<file path="src/rtl/bfsh_block_sequencer_if.sv">
// Host-side block stream for the Blowfish sequencer: input blocks (s_*) and output blocks (m_*).
interface bfsh_block_sequencer_if;
  logic        s_valid;
  logic        s_ready;
  logic [63:0] s_data;
  logic        m_valid;
  logic        m_ready;
  logic [63:0] m_data;

  modport master (output s_valid, s_data, m_ready, input s_ready, m_valid, m_data);
  modport slave  (input s_valid, s_data, m_ready, output s_ready, m_valid, m_data);
endinterface

</file>
<file path="src/rtl/bfsh_block_sequencer.sv">
// Blowfish host controller: key load and init wait, then one 64-bit block at a time through the
// core with ECB/CBC chaining; strobes and completion are recovered from core_busy.
module bfsh_block_sequencer #(
  parameter int KEY_HOLD     = 2,
  parameter int PT_HOLD      = 2,
  parameter int INIT_CYCLES  = 8192,
  parameter int BUSY_TIMEOUT = 1023
) (
  input  logic                         clk,
  input  logic                         rst,
  bfsh_block_sequencer_if.slave        bus,
  input  logic [63:0]                  key_in,
  input  logic                         key_load,
  input  logic [63:0]                  iv_in,
  input  logic                         iv_load,
  input  logic                         mode_cbc,
  input  logic                         dir_enc,
  output logic                         key_ready,
  output logic                         seq_busy,
  output logic                         err_timeout,
  output logic                         core_en_key,
  output logic [63:0]                  core_key,
  output logic                         core_en_pt,
  output logic [63:0]                  core_pt,
  output logic                         core_en_enc_dec,
  input  logic                         core_initializing,
  input  logic                         core_busy,
  input  logic [63:0]                  core_ct
);

  localparam logic [2:0] S_IDLE      = 3'd0;
  localparam logic [2:0] S_KEY_PULSE = 3'd1;
  localparam logic [2:0] S_KEY_WAIT  = 3'd2;
  localparam logic [2:0] S_READY     = 3'd3;
  localparam logic [2:0] S_PT_PULSE  = 3'd4;
  localparam logic [2:0] S_PT_START  = 3'd5;
  localparam logic [2:0] S_PT_DONE   = 3'd6;
  localparam logic [2:0] S_OUT       = 3'd7;

  logic [2:0]  state, state_nxt;
  logic [7:0]  hold_cnt;
  logic [15:0] init_cnt;
  logic [9:0]  to_cnt;
  logic [63:0] chain, chain_now, blk_data;
  logic        blk_enc, blk_cbc;
  logic        timeout, in_wait, nxt_wait, expired, accept, key_take, capture;

  // Init progress is tracked purely by the fixed counter plus core_busy.
  logic unused_status;
  assign unused_status = core_initializing;

  assign timeout   = (to_cnt == 10'(BUSY_TIMEOUT));
  assign in_wait   = (state == S_PT_START) || (state == S_PT_DONE);
  assign nxt_wait  = (state_nxt == S_PT_START) || (state_nxt == S_PT_DONE);
  assign expired   = in_wait && (state_nxt == S_READY);
  assign key_take  = ((state == S_IDLE) || (state == S_READY)) && key_load;
  assign accept    = (state == S_READY) && !key_load && bus.s_valid;
  assign capture   = (state == S_PT_DONE) && !core_busy;
  // An IV loaded in the same cycle as a block applies to that block.
  assign chain_now = iv_load ? iv_in : chain;

  always_comb begin
    state_nxt = state;
    case (state)
      S_IDLE:      if (key_load) state_nxt = S_KEY_PULSE;
      S_KEY_PULSE: if (hold_cnt == 8'(KEY_HOLD - 1)) state_nxt = S_KEY_WAIT;
      S_KEY_WAIT:  if ((init_cnt == 16'(INIT_CYCLES)) && !core_busy) state_nxt = S_READY;
      S_READY: begin
        if (key_load)         state_nxt = S_KEY_PULSE;
        else if (bus.s_valid) state_nxt = S_PT_PULSE;
      end
      S_PT_PULSE:  if (hold_cnt == 8'(PT_HOLD - 1)) state_nxt = S_PT_START;
      S_PT_START: begin
        if (timeout)        state_nxt = S_READY;
        else if (core_busy) state_nxt = S_PT_DONE;
      end
      S_PT_DONE: begin
        if (!core_busy)     state_nxt = S_OUT;
        else if (timeout)   state_nxt = S_READY;
      end
      S_OUT:       if (bus.m_ready) state_nxt = S_READY;
      default:     state_nxt = S_IDLE;
    endcase
  end

  always_ff @(posedge clk or posedge rst) begin
    if (rst) begin
      state           <= S_IDLE;
      hold_cnt        <= '0;
      init_cnt        <= '0;
      to_cnt          <= '0;
      chain           <= '0;
      blk_data        <= '0;
      blk_enc         <= 1'b0;
      blk_cbc         <= 1'b0;
      bus.s_ready     <= 1'b0;
      bus.m_valid     <= 1'b0;
      bus.m_data      <= '0;
      key_ready       <= 1'b0;
      seq_busy        <= 1'b0;
      err_timeout     <= 1'b0;
      core_en_key     <= 1'b0;
      core_key        <= '0;
      core_en_pt      <= 1'b0;
      core_pt         <= '0;
      core_en_enc_dec <= 1'b0;
    end else begin
      state    <= state_nxt;
      hold_cnt <= (state_nxt != state) ? 8'd0 : hold_cnt + 8'd1;
      if (state_nxt != state)
        init_cnt <= '0;
      else if ((state == S_KEY_WAIT) && (init_cnt != 16'(INIT_CYCLES)))
        init_cnt <= init_cnt + 16'd1;
      to_cnt   <= (in_wait && nxt_wait) ? to_cnt + 10'd1 : 10'd0;

      // Status and strobes follow the next state so they are registered yet cycle-exact.
      bus.s_ready <= (state_nxt == S_READY);
      bus.m_valid <= (state_nxt == S_OUT);
      seq_busy    <= (state_nxt != S_IDLE) && (state_nxt != S_READY);
      key_ready   <= (state_nxt == S_READY) || (state_nxt == S_PT_PULSE) ||
                     (state_nxt == S_PT_START) || (state_nxt == S_PT_DONE) || (state_nxt == S_OUT);
      core_en_key <= (state_nxt == S_KEY_PULSE);
      core_en_pt  <= (state_nxt == S_PT_PULSE);

      if (key_take) begin
        core_key    <= key_in;
        err_timeout <= 1'b0;
      end else if (expired) begin
        err_timeout <= 1'b1;
      end

      if ((state == S_READY) && iv_load)
        chain <= iv_in;

      if (accept) begin
        blk_data        <= bus.s_data;
        blk_enc         <= dir_enc;
        blk_cbc         <= mode_cbc;
        core_en_enc_dec <= dir_enc;
        core_pt         <= (dir_enc && mode_cbc) ? (bus.s_data ^ chain_now) : bus.s_data;
      end

      if (capture)
        bus.m_data <= (!blk_enc && blk_cbc) ? (core_ct ^ chain) : core_ct;

      // Chain advances only when the output block is actually taken.
      if ((state == S_OUT) && bus.m_ready && blk_cbc)
        chain <= blk_enc ? bus.m_data : blk_data;
    end
  end

endmodule

</file>
<file path="src/flat_wrapper.sv">
// flat-port wrapper written by rule: the top's interface ports become plain ports
module bfsh_block_sequencer_flat 
#(
  parameter int KEY_HOLD     = 2,
  parameter int PT_HOLD      = 2,
  parameter int INIT_CYCLES  = 8192,
  parameter int BUSY_TIMEOUT = 1023
)
  (clk, rst, key_in, key_load, iv_in, iv_load, mode_cbc, dir_enc, key_ready, seq_busy, err_timeout, core_en_key, core_key, core_en_pt, core_pt, core_en_enc_dec, core_initializing, core_busy, core_ct, bus_s_valid, bus_s_data, bus_m_ready, bus_s_ready, bus_m_valid, bus_m_data);
  bfsh_block_sequencer_if bus_i ();
  input  logic clk;
  input  logic rst;
  input  logic [63:0] key_in;
  input  logic key_load;
  input  logic [63:0] iv_in;
  input  logic iv_load;
  input  logic mode_cbc;
  input  logic dir_enc;
  output logic key_ready;
  output logic seq_busy;
  output logic err_timeout;
  output logic core_en_key;
  output logic [63:0] core_key;
  output logic core_en_pt;
  output logic [63:0] core_pt;
  output logic core_en_enc_dec;
  input  logic core_initializing;
  input  logic core_busy;
  input  logic [63:0] core_ct;
  input wire logic [$bits(bus_i.s_valid)-1:0] bus_s_valid;
  input wire logic [$bits(bus_i.s_data)-1:0] bus_s_data;
  input wire logic [$bits(bus_i.m_ready)-1:0] bus_m_ready;
  output wire logic [$bits(bus_i.s_ready)-1:0] bus_s_ready;
  output wire logic [$bits(bus_i.m_valid)-1:0] bus_m_valid;
  output wire logic [$bits(bus_i.m_data)-1:0] bus_m_data;
  assign bus_i.s_valid = bus_s_valid;
  assign bus_i.s_data = bus_s_data;
  assign bus_i.m_ready = bus_m_ready;
  assign bus_s_ready = bus_i.s_ready;
  assign bus_m_valid = bus_i.m_valid;
  assign bus_m_data = bus_i.m_data;
  bfsh_block_sequencer #(.KEY_HOLD(KEY_HOLD), .PT_HOLD(PT_HOLD), .INIT_CYCLES(INIT_CYCLES), .BUSY_TIMEOUT(BUSY_TIMEOUT)) u_core (.clk(clk), .rst(rst), .bus(bus_i), .key_in(key_in), .key_load(key_load), .iv_in(iv_in), .iv_load(iv_load), .mode_cbc(mode_cbc), .dir_enc(dir_enc), .key_ready(key_ready), .seq_busy(seq_busy), .err_timeout(err_timeout), .core_en_key(core_en_key), .core_key(core_key), .core_en_pt(core_en_pt), .core_pt(core_pt), .core_en_enc_dec(core_en_enc_dec), .core_initializing(core_initializing), .core_busy(core_busy), .core_ct(core_ct));
endmodule
</file>
<file path="config.mk">
export PLATFORM = sky130hd
export DESIGN_NAME = bfsh_block_sequencer_flat
export DESIGN_NICKNAME = d
export VERILOG_FILES = /design/src/rtl/bfsh_block_sequencer_if.sv /design/src/rtl/bfsh_block_sequencer.sv /design/src/flat_wrapper.sv
export SDC_FILE = /design/constraint.sdc
export NUM_CORES = 1
export LEC_CHECK = 0
export ABC_AREA = 1
export CAP_MARGIN = 30
export CORE_MARGIN = 2
export CORE_UTILIZATION = 40
export DETAILED_ROUTE_END_ITERATION = 7
export PLACE_DENSITY = 0.69
export RECOVER_POWER = 100
export SYNTH_ARGS = -nofsm -noshare
export SYNTH_HDL_FRONTEND = slang
export SYNTH_SLANG_ARGS = --single-unit
</file>
<file path="constraint.sdc">
create_clock -name clk -period 36.3 [get_ports clk]
set_input_delay 7.26 -clock clk [delete_from_list [all_inputs] [get_ports clk]]
set_output_delay 7.26 -clock clk [all_outputs]
set_load 0.01 [all_outputs]
</file>
==> results.md <==
* Cts hold-fix bufs at 0
* Unrepaired setup endpoints after global routing: false
* Yosys reg bits at 366
* Via count at 15070
* Worst Path Arrival at 16.37 ns
* Static Leak at 11.04 nW
* CTS tree: yes
* Final Hold Violating Endpoints at 0
* Yosys cell types at 34
* Setup TNS at 0 ns
* Total grt overflow at 0
* Setup crit start: rst
* # Post-CTS Setup Buffers at 0
* I/O Pins at 466
* Crit. End Element: async pin
* Setup WS pre-CTS at 25.50 ns
* Post-route cell area at 23910 sq um
* Vias in the first global route at 15160
* Clock tree buffer depth at 3
* Sequential cell area at 9159 sq um
* Worst R2R Setup Slack at 29.11 ns
* Min-Delay Startpoint: u_core.to_cnt[0]
* Cells after synthesis at 1966
* Port bufs at 464
* Reg-to-Reg End: u_core.hold_cnt[0]
* Die H at 213.1 um
* Worst-margin pin slew at 7.290 ns
* Area of the die at 45400 sq um
* Initial Util at 40.59%
* Nets@finish at 2640
* Area grow syn2layout at 36.74%
* Vias per cell at 5.036
* Syn_nets at 2237
* Crit path launch type: input pin
* Final number of setup-violating endpoints at 0
* Required time worst endpoint at 36.06 ns
* Share of post-route cells with drive strength above 1 at 7.253%
* # rows at 76
* DR iter-0 viols at 920
* Clk_skew at 0.01580 ns
* Post-synth top flop: dfrtp_1
* R2R depth at 12
* Worst r2r src: u_core.state[0]
* Post-synthesis sequential area ratio at 52.39%
* Crit share post-route at 45.77%
* Reg clk slew, reported paths at 0.06 ns
* Pwr/cell area at 76.95 nW/um^2
* Final Critical Period at 16.62 ns
* Worst Path Max Fanout at 134
* Worst min-delay path endpoint: u_core.to_cnt[0]
* Max-slew headroom at -386.0%
* Total CTS buffers at 43
* Post-synth EDFFs at 0
* Synth async-reset ratio at 100.0%
* First-pass GRT wire length at 82150 um
* Commonest non-fill, non-tap cell in the layout: nand2_1
* Mapped Area at 17480 sq um
* # DRC at 0
* Initial antenna violation count at 11
* Root Driver: clkbuf_16
* Worst min path class: reg -> reg
* Worst Slack Setup Final at 19.68 ns
* Post-Syn Area per Cell at 8.893 sq um
* Sink Count at 366
* Final Wtd Congestion at 0.8467
* Status: finished, violations left
* Aggregate routed wire length at 53120 um
* Post-detailed-route count of antenna-violating nets at 0
* Clock Latency Late Sink at 0.55 ns
* Multi-input gate area at 7167 sq um
* DP HPWL at 34830 um
* Cts repair resizes at 0
* Failing checks: capacitance limit, slew limit
* Worst vdd ir at 46.39 uV
* Die width at 213.1 um
* Largest net degree at the start of global routing at 158
* YS warnings at 0
* H-tree depth at 2
* DP Area at 22520 sq um
* Fmax at 60.19 MHz
* Highest-count cells in the layout ignoring fill and taps: nand2_1 (512), dfrtp_1 (366), o21ai_0 (265)
* First-pass iteration count of the detailed router at 5
* Max-slew violations at 797
* Max_cap viols at 11
* All-layer global routing usage at 23.05%
* Fill count at 3870
* Routed wire per std cell at 17.75 um
* Crit Path Category: in -> async
* Hold Path Stages at 1
* Core area at 43080 sq um
stage by stage:
step	hold slack, ns	utilization, %	cells	power (mW)
final	0.4561	55.50	2993	1.840
after global routing	0.4914	55.48	2990	1.970
after CTS	0.4557	55.61	2981	1.899
after detailed placement	0.4477	52.28	2906	1.449
after global placement	0.4407	52.24	2905	1.422
after floorplan	0.4251	-	1966	1.080
worst max path at each step:
stage	end	slack, ns	depth (start not counted)
after detailed placement	u_core.hold_cnt[7]	25.50	13
after global placement	u_core.hold_cnt[0]	25.56	13
final	u_core.blk_data[5]	19.68	5
after CTS	u_core.hold_cnt[0]	26.11	13
after floorplan	u_core.blk_cbc	18.88	1
after global routing	u_core.chain[54]	17.76	5
critical path, cell delays in order:
cell           delay (ns)
dlygate4sd3_1        0.55
clkinvlp_2           0.19
clkbuf_1             5.06
clkbuf_1             0.39
clkbuf_1             2.77
report_power, final:
group / leakage (nW) / total [mW] / switching, mW / internal (mW)
sequential: 4.66 / 0.701 / 0.118 / 0.583
clock: 0.712 / 0.439 / 0.173 / 0.266
combinational: 5.66 / 0.699 / 0.376 / 0.323
final cells by class:
cell class	count	area share (%)
tap	585	3.062
antenna	9	0.09421
inverter	170	2.680
multi-input combinational	1308	29.98
clock inverter	12	0.5914
sequential	366	38.31
timing repair buffer	480	19.88
clock buffer	63	5.401
Yosys cell counts, drive strengths merged, types with 2 or more instances:
master / instances / area share [%]
xor2: 145 / 7.3
nor3: 12 / 0.34
ha: 5 / 0.36
o21ai: 266 / 7.6
nand3b: 2 / 0.086
nor2: 64 / 1.7
nand2: 514 / 11
a21oi: 71 / 2.1
dfrtp: 366 / 52
buf: 35 / 1.0
clkbuf: 87 / 1.9
nand3: 85 / 2.5
and3: 2 / 0.072
o221ai: 64 / 3.2
mux2: 65 / 4.2
inv: 170 / 3.6
nand4: 7 / 0.25
xnor2: 2 / 0.10
state kept, by name, summed over array words and instances, names as in the netlist, 3 cells and up:
signal / count
u_core.bus.m_data: 64
u_core.core_pt: 64
u_core.core_key: 64
u_core.state: 3
u_core.hold_cnt: 8
u_core.chain: 64
u_core.to_cnt: 10
u_core.blk_data: 64
u_core.init_cnt: 16
cells by family after synthesis:
logic type	share of synthesized area (%)
flip-flops	52.39
multiplexers	4.187
AND/OR/NAND/NOR	16.22
buffers and inverters	6.548
adder cells (fa/ha/maj)	0.3578
XOR/XNOR	7.364
AO/OA/AOI/OAI	12.93
routing by layer:
layer / GRT usage [%] / share of wire, %
met4: 8.392 / 2.5
met2: 38.19 / 48
met1: 27.88 / 40
met3: 7.781 / 9.5
met5: 0 / 0.049
(Power assumes the default switching activity.)
